## config.mk

```make
export PLATFORM = sky130hd
export DESIGN_NAME = multicycle_control
export DESIGN_NICKNAME = d
export VERILOG_FILES = /design/src/rtl/core_pkg.sv /design/src/rtl/opclass_decode.sv /design/src/rtl/multicycle_control.sv
export SDC_FILE = /design/constraint.sdc
export NUM_CORES = 1
export LEC_CHECK = 0
export CAP_MARGIN = 10
export CELL_PAD_IN_SITES_DETAIL_PLACEMENT = 1
export CELL_PAD_IN_SITES_GLOBAL_PLACEMENT = 1
export CORE_MARGIN = 4
export CORE_UTILIZATION = 30
export CTS_BUF_LIST = sky130_fd_sc_hd__clkbuf_2
export DETAILED_ROUTE_END_ITERATION = 10
export DONT_BUFFER_PORTS = 1
export HOLD_SLACK_MARGIN = 0.1
export PLACE_DENSITY = 0.57
export REMOVE_ABC_BUFFERS = 1
export SLEW_MARGIN = 20
export SYNTH_ARGS = -nofsm -noshare
export SYNTH_HDL_FRONTEND = slang
export SYNTH_HIERARCHICAL = 1
export SYNTH_SLANG_ARGS = --single-unit
```

## constraint.sdc

```tcl
create_clock -name clk -period 3.95 [get_ports clk]
set_input_delay 1.185 -clock clk [delete_from_list [all_inputs] [get_ports clk]]
set_output_delay 1.185 -clock clk [all_outputs]
set_load 0.02 [all_outputs]
```

## src/rtl/core_pkg.sv

```systemverilog
// Shared definitions for the multi-cycle RV32I control slice.
// Contents:
//   - opcode constants for each instruction class
//   - ctrl_state_t, the controller state encoding
//   - wb_sel encodings
//   - NOP_INST, the reset value of the instruction register
//   - opclass_t, the one-hot opcode class vector
package core_pkg;

    localparam logic [6:0] OP_R      = 7'b0110011;
    localparam logic [6:0] OP_IMM    = 7'b0010011;
    localparam logic [6:0] OP_LOAD   = 7'b0000011;
    localparam logic [6:0] OP_STORE  = 7'b0100011;
    localparam logic [6:0] OP_BRANCH = 7'b1100011;
    localparam logic [6:0] OP_JAL    = 7'b1101111;
    localparam logic [6:0] OP_JALR   = 7'b1100111;
    localparam logic [6:0] OP_LUI    = 7'b0110111;
    localparam logic [6:0] OP_AUIPC  = 7'b0010111;

    typedef enum logic [2:0] {
        FETCH,
        DECODE,
        EXEC,
        MEM,
        WB,
        HALT
    } ctrl_state_t;

    localparam logic [1:0] WB_ALU = 2'd0;
    localparam logic [1:0] WB_MEM = 2'd1;
    localparam logic [1:0] WB_PC4 = 2'd2;

    localparam logic [31:0] NOP_INST = 32'h0000_0013;

    // Exactly one bit is set for a legal opcode; all zero means illegal.
    typedef struct packed {
        logic r;
        logic imm;
        logic load;
        logic store;
        logic branch;
        logic jal;
        logic jalr;
        logic lui;
        logic auipc;
    } opclass_t;

endpackage

```

## src/rtl/opclass_decode.sv

```systemverilog
// Combinational opcode classifier.
// Ports:
//   opcode_i  : inst[6:0] of the latched instruction
//   cls_o     : one-hot instruction class
//   illegal_o : high when the opcode matches no known class
module opclass_decode
    import core_pkg::*;
(
    input  logic [6:0] opcode_i,
    output opclass_t   cls_o,
    output logic       illegal_o
);

    always_comb begin
        cls_o = '0;
        case (opcode_i)
            OP_R:      cls_o.r      = 1'b1;
            OP_IMM:    cls_o.imm    = 1'b1;
            OP_LOAD:   cls_o.load   = 1'b1;
            OP_STORE:  cls_o.store  = 1'b1;
            OP_BRANCH: cls_o.branch = 1'b1;
            OP_JAL:    cls_o.jal    = 1'b1;
            OP_JALR:   cls_o.jalr   = 1'b1;
            OP_LUI:    cls_o.lui    = 1'b1;
            OP_AUIPC:  cls_o.auipc  = 1'b1;
            default:   cls_o        = '0;
        endcase
    end

    assign illegal_o = (cls_o == '0);

endmodule

```

## src/rtl/multicycle_control.sv

```systemverilog
// Multi-cycle sequencing controller: owns PC and instruction register and
// steps each instruction through FETCH, DECODE, EXEC, MEM, WB (or HALT).
// Ports:
//   clk, rst                  : clock and synchronous active-high reset
//   imem_req/addr/ready/rdata : instruction fetch handshake
//   inst                      : instruction register (to DECODER)
//   stop                      : halt request from DECODER (sampled in DECODE)
//   branch_taken              : ALU compare result (sampled in EXEC)
//   target_addr               : branch/jump target, low two bits ignored
//   dmem_req/we/ready         : data memory handshake
//   reg_we, wb_sel            : register-file write strobe and source select
//   pc, halted, illegal       : status
module multicycle_control
    import core_pkg::*;
#(
    parameter int                    PC_WIDTH = 32,
    parameter logic [PC_WIDTH-1:0]   RESET_PC = '0
)
(
    input  logic                clk,
    input  logic                rst,
    output logic                imem_req,
    output logic [PC_WIDTH-1:0] imem_addr,
    input  logic                imem_ready,
    input  logic [31:0]         imem_rdata,
    output logic [31:0]         inst,
    input  logic                stop,
    input  logic                branch_taken,
    input  logic [PC_WIDTH-1:0] target_addr,
    output logic                dmem_req,
    output logic                dmem_we,
    input  logic                dmem_ready,
    output logic                reg_we,
    output logic [1:0]          wb_sel,
    output logic [PC_WIDTH-1:0] pc,
    output logic                halted,
    output logic                illegal
);

    ctrl_state_t         state_q, state_d;
    logic [PC_WIDTH-1:0] pc_q, pc_d;
    logic [31:0]         inst_q, inst_d;
    logic                illegal_q, illegal_d;
    logic                imem_req_q, dmem_req_q, dmem_we_q, reg_we_q, halted_q;
    logic [1:0]          wb_sel_q, wb_sel_d;

    opclass_t            cls;
    logic                op_illegal;
    logic                alu_class;
    logic [PC_WIDTH-1:0] pc_plus4;
    logic [PC_WIDTH-1:0] tgt;

    opclass_decode u_opclass (
        .opcode_i  (inst_q[6:0]),
        .cls_o     (cls),
        .illegal_o (op_illegal)
    );

    assign alu_class = cls.r | cls.imm | cls.lui | cls.auipc;
    assign pc_plus4  = pc_q + PC_WIDTH'(4);
    assign tgt       = target_addr & ~PC_WIDTH'(3);

    always_comb begin
        state_d   = state_q;
        pc_d      = pc_q;
        inst_d    = inst_q;
        illegal_d = illegal_q;
        case (state_q)
            FETCH: begin
                // The registered request gates ready, so a ready in the
                // bubble cycle right after reset is ignored.
                if (imem_req_q && imem_ready) begin
                    inst_d  = imem_rdata;
                    state_d = DECODE;
                end
            end
            DECODE: begin
                if (stop) begin
                    state_d = HALT;
                end else if (op_illegal) begin
                    state_d   = HALT;
                    illegal_d = 1'b1;
                end else begin
                    state_d = EXEC;
                end
            end
            EXEC: begin
                if (cls.branch) begin
                    pc_d    = branch_taken ? tgt : pc_plus4;
                    state_d = FETCH;
                end else if (cls.load || cls.store) begin
                    state_d = MEM;
                end else if (alu_class || cls.jal || cls.jalr) begin
                    state_d = WB;
                end else begin
                    // Unreachable once DECODE has filtered illegal opcodes.
                    state_d = HALT;
                end
            end
            MEM: begin
                if (dmem_req_q && dmem_ready) begin
                    if (cls.store) begin
                        pc_d    = pc_plus4;
                        state_d = FETCH;
                    end else begin
                        state_d = WB;
                    end
                end
            end
            WB: begin
                pc_d    = (cls.jal || cls.jalr) ? tgt : pc_plus4;
                state_d = FETCH;
            end
            HALT: begin
                state_d = HALT;
            end
            default: begin
                state_d = FETCH;
            end
        endcase
    end

    always_comb begin
        wb_sel_d = WB_ALU;
        if (state_d == WB) begin
            if (cls.load) begin
                wb_sel_d = WB_MEM;
            end else if (cls.jal || cls.jalr) begin
                wb_sel_d = WB_PC4;
            end
        end
    end

    // Outputs are registered from the next state so they are glitch-free
    // and hold steady for the whole time a state waits on a handshake.
    always_ff @(posedge clk) begin
        if (rst) begin
            state_q    <= FETCH;
            pc_q       <= RESET_PC;
            inst_q     <= NOP_INST;
            illegal_q  <= 1'b0;
            imem_req_q <= 1'b0;
            dmem_req_q <= 1'b0;
            dmem_we_q  <= 1'b0;
            reg_we_q   <= 1'b0;
            wb_sel_q   <= WB_ALU;
            halted_q   <= 1'b0;
        end else begin
            state_q    <= state_d;
            pc_q       <= pc_d;
            inst_q     <= inst_d;
            illegal_q  <= illegal_d;
            imem_req_q <= (state_d == FETCH);
            dmem_req_q <= (state_d == MEM);
            dmem_we_q  <= (state_d == MEM) && cls.store;
            reg_we_q   <= (state_d == WB);
            wb_sel_q   <= wb_sel_d;
            halted_q   <= (state_d == HALT);
        end
    end

    assign imem_req  = imem_req_q;
    assign imem_addr = pc_q;
    assign inst      = inst_q;
    assign dmem_req  = dmem_req_q;
    assign dmem_we   = dmem_we_q;
    assign reg_we    = reg_we_q;
    assign wb_sel    = wb_sel_q;
    assign pc        = pc_q;
    assign halted    = halted_q;
    assign illegal   = illegal_q;

endmodule

```

# Yosys cells after proc, flatten, opt, wreduce, memory -nomap -nowiden

Index checks and enable logic that the tools add are counted.

Bits in registers: 75
Input port bits: 70

Add/subtract/negate cells: 1
Eq/ne operators: 20
Muxes and demuxes: 26
Bitwise operators: 5
Reduce and logical (&&, ||, !) cells: 16

Operators by type and width:

| cell                    | count |
|---|---|
| $mux W32                | 5 |
| $pmux W32 S3            | 1 |
| $add A32 B3 Y32 const B | 1 |
| $eq A7 B6 Y1 const B    | 3 |
| $eq A7 B7 Y1 const B    | 3 |
| $mux W3                 | 7 |
| $pmux W3 S5             | 1 |
| $eq A7 B5 Y1 const B    | 2 |
| $eq A3 B3 Y1 const B    | 4 |
| $mux W1                 | 11 |
| $eq A3 B2 Y1 const B    | 3 |
| $logic_not A9 Y1        | 1 |
| $eq A7 B2 Y1 const B    | 1 |
| $logic_not A3 Y1        | 2 |
| $logic_or A1 B1 Y1      | 4 |
| $ne A2 B2 Y1 const B    | 2 |
| $reduce_and A4 Y1       | 1 |
| $eq A3 B1 Y1 const B    | 1 |
| $logic_and A1 B1 Y1     | 3 |
| $or A1 B1 Y1            | 3 |
| $reduce_and A3 Y1       | 1 |
| $reduce_bool A3 Y1      | 1 |
| $reduce_or A3 Y1        | 1 |
| $mux W2                 | 1 |
| 4 further kinds         | 5 |

# Logic depth before layout (Yosys ltp)

Depth after elaboration: 14
Mapped depth: 9
Mapped depth without buffers: 8

# Hierarchy

Netlist, hierarchy kept.

By module, submodules not included:

| module             | times used | cells an instance | area an instance (sq um) |
|---|---|---|---|
| multicycle_control | 1          | 499               | 3,861.2 |
| opclass_decode     | 1          | 22                | 128.9 |

# Worst setup path before layout

Ideal clock, no wire load.

Path kind: input -> register
From: input port imem_ready
To: register wb_sel_q[1] (netlist: wb_sel[1])
Library setup time: 0.136 ns
Arrival time: 2.249 ns
Data required time: 3.814 ns
Setup slack: 1.566 ns
Stages on the path: 5
Path buffers: 0
Path through: nand2_1 -> nor4_1 -> a2111oi_2 -> and4bb_2 -> nor3b_1

Longest elaborated chain between the ends: 6

Ends and longest elaborated chain:

| item                              | RTL line                  | text |
|---|---|---|
| start, declared                   | multicycle_control.sv:24  | `input logic imem_ready,` |
| $logic_and A1 B1 Y1               | multicycle_control.sv:72  | `if (imem_req_q && imem_ready) begin` |
| $mux W3                           | multicycle_control.sv:72  |  |
| $pmux W3 S5                       | multicycle_control.sv:68  | `case (state_q)` |
| $eq A3 B3 Y1                      | multicycle_control.sv:125 | `if (state_d == WB) begin` |
| $not A1 Y1 (no source line)       | n/a                       |  |
| $reduce_or A3 Y1 (no source line) | n/a                       |  |
| end signal, assigned              | multicycle_control.sv:157 | `wb_sel_q <= wb_sel_d;` |
| end, declared                     | multicycle_control.sv:45  | `logic [1:0] wb_sel_q, wb_sel_d;` |

No other way between the ends.
A chain may end at the register's enable or synchronous reset.

==> flow_metrics.env <==
export IMPL_status="complete, no violations"
export IMPL_wl_um=13800
export IMPL_finClkSkew_ns=0.0301
export IMPL_placed_area_um2=3920
export IMPL_io_pins=174
export IMPL_cts_made_buffers=9
export IMPL_slew_violations=0
export IMPL_power_density_nw_per_um2=453
export IMPL_regToRegSetupSlack_ns=1.0
export IMPL_clk_latency_ns=0.59
export IMPL_finalCritPeriodShare=0.747
export IMPL_ys_warn_count=6
export IMPL_async_flop_share=0
export IMPL_ant_nets=0
export IMPL_grt_pass1_wl_um=21400
export IMPL_mostFrequentLayoutCells="91 x nand2_1, 73 x dfxtp_1, 57 x a21oi_1"
export IMPL_start_util=0.311
export IMPL_hold_path_depth=2
export IMPL_clock_fmax_mhz=339
export IMPL_synth_distinct_cells=65
export IMPL_final_common_cell="nand2_1"
export IMPL_grt_max_degree=66
export IMPL_vias=3768
export IMPL_drc=0
export IMPL_syn_to_final_growth_pct=2.38
export IMPL_relSlewSlack=0.460
export IMPL_cts_resized=0
export IMPL_ir_drop_uv=188
export IMPL_netlist_instances=521
export IMPL_hold_viol=0
export IMPL_synth_area_um2=3990
export IMPL_slowest_delay_ns=0.55
export IMPL_arrival_ns=3.46
export IMPL_setup_ws_ns=0.998
export IMPL_final_core_util=0.319
export IMPL_p_leak_nw=1.30
export IMPL_fin_area_um2=4090
export IMPL_rsz0062_at_grt="no"
export IMPL_synth_flop_cell="dfxtp_1"
export IMPL_crit_top_cell="nand2_1"
export IMPL_drtIter0Drc=158
export IMPL_worst_r2r_cell_count=8
export IMPL_clock_tree_buffer_depth=2
export IMPL_io_buffers=0
export IMPL_drive_above_1_share=0.0888
export IMPL_post_cts_buffers=0
export IMPL_first_pass_iters=4
export IMPL_cap_violations=0
export IMPL_die_x_um=123
export IMPL_period_needed_ns=2.95
export IMPL_root_buffer="clkbuf_2"
export IMPL_viasPerCell=5.74
export IMPL_hold_path_class="reg -> reg"
export IMPL_cp_slowest_cell="dfxtp_1"
export IMPL_startpoint_type="register"
export IMPL_critPathKind="reg -> reg"
export IMPL_nNetsFinal=550
export IMPL_crit_fanout=13
export IMPL_antenna_found_initial=0
export IMPL_crit_family="simple AND/OR/NAND/NOR gates"
export IMPL_synth_edff_count=0
export IMPL_path_buf_inv=1
export IMPL_fill_cells=1586
export IMPL_h_tree_depth=3
export IMPL_worst_path_stages=8
export IMPL_cts_hold_buf=0
export IMPL_core_um2=12800
export IMPL_grt_usage=0.182
export IMPL_endpoint_kind="register"
export IMPL_ys_seq_area_frac=0.366
export IMPL_routedWlPerCell_um=21.0
export IMPL_clkSlewWorstSetupHoldPaths_ns=0.22
export IMPL_power_mw=1.85
export IMPL_overflow=0
export IMPL_dp_hpwl_um=9700
export IMPL_cts_tree="yes"
export IMPL_hold_ws_ns=0.572
export IMPL_ys_ff_latch=73
export IMPL_num_rows=41
export IMPL_clock_sinks=73
export IMPL_antennaDiodeCount=0
export IMPL_die_area_um2=15200
export IMPL_path_cells="and2_2 > nand3_2 > nor3_1 > inv_1 > or3_1 > nand2_1 > nand2_1 > o32ai_1"
export IMPL_post_place_ws_ns=1.03
export IMPL_grt_pass1_vias=3833
export IMPL_postSynthAreaPerCell_um2=7.66
export IMPL_gp_congestion=0.797
export IMPL_finalSetupViolations=0
export IMPL_worst_pin_slew_ns=0.808
export IMPL_die_h_um=123
export IMPL_worstPathRequired_ns=4.46
worst register-to-register path, stage by stage, from the launching register on:
cell	delay [ns]
dfxtp_1	0.55
and2_2	0.25
nand3_2	0.12
nor3_1	0.32
inv_1	0.15
or3_1	0.49
nand2_1	0.42
nand2_1	0.37
o32ai_1	0.24
cells in the mapped netlist (all sizes together) (3+ instances only):
cell type / instances / area [µm²]
or3: 4 / 25.0
nor3b: 5 / 42.5
or4: 6 / 52.6
a2111oi: 6 / 58.8
nand3: 20 / 105
inv: 17 / 63.8
a2bb2oi: 5 / 43.8
and4: 3 / 28.8
nand4: 9 / 62.6
o32ai: 7 / 61.3
nor2b: 4 / 25.0
buf: 40 / 285
a22oi: 7 / 52.6
a311oi: 3 / 26.3
o31a: 4 / 35.0
and3: 7 / 43.8
and2: 5 / 32.5
nor2: 26 / 108
o21ai: 17 / 85.1
clkbuf: 25 / 95.1
nor3: 17 / 85.1
a21oi: 57 / 285
nand2: 92 / 348
o211ai: 3 / 22.5
dfxtp: 73 / 1460
nor4: 15 / 93.8
a31oi: 4 / 25.0
a211oi: 5 / 37.5
o22ai: 5 / 37.5
flip-flops by register name, summed over array words and instances, names as in the netlist:
name,cells
halted,1
dmem_we,1
reg_we,1
inst,32
illegal,1
state_q,3
imem_req,1
dmem_req,1
imem_addr,30
wb_sel,2
area by class of cell:
| type | count | area, µm² | share of cell area |
|---|---|---|---|
| clock buffers | 9 | 45.0 | 0.0110 |
| repair buffers | 9 | 67.6 | 0.0165 |
| multi-input cells | 369 | 2110 | 0.517 |
| clock inverters | 7 | 119 | 0.0291 |
| inverters | 17 | 63.8 | 0.0156 |
| flip-flops and latches | 73 | 1460 | 0.358 |
| well taps | 172 | 215 | 0.0527 |
metrics by stage:
step                      std cells  TNS, ns
after floorplan                 459    -1.00
after global placement          640        0
after detailed placement        640        0
after CTS                       656        0
after global routing            656        0
final                           656        0
power by group:
group	total [mW]	internal, mW	switching, mW	leakage (nW)
registers	0.940	0.792	0.148	0.592
logic	0.336	0.118	0.219	0.623
clock network	0.575	0.272	0.303	0.0881
worst paths after layout:
check             startpoint       endpoint
setup / recovery     inst[0]  imem_addr[28]
hold / removal      inst[27]       inst[27]
setup reg to reg     inst[0]  imem_addr[28]
hold reg to reg     inst[27]       inst[27]
layer usage:
metal | up-vias | global-route usage | share of wire
met2 | 151 | 0.287 | 0.46
met4 | 0 | 0.0602 | 0.016
met5 | - | 0 | 0
met3 | 16 | 0.0878 | 0.11
met1 | 1828 | 0.218 | 0.42
li1 | 1773 | - | -
cells by family after synthesis:
logic type,Yosys count,synth area share
simple gates,221,0.281
buf+inv,82,0.111
flops,73,0.366
other cells,1,0.000940
mux,1,0.00251
fa+ha+maj,1,0.00314
compound gates,142,0.235
Note: power is estimated with default switching activity, not from simulation.
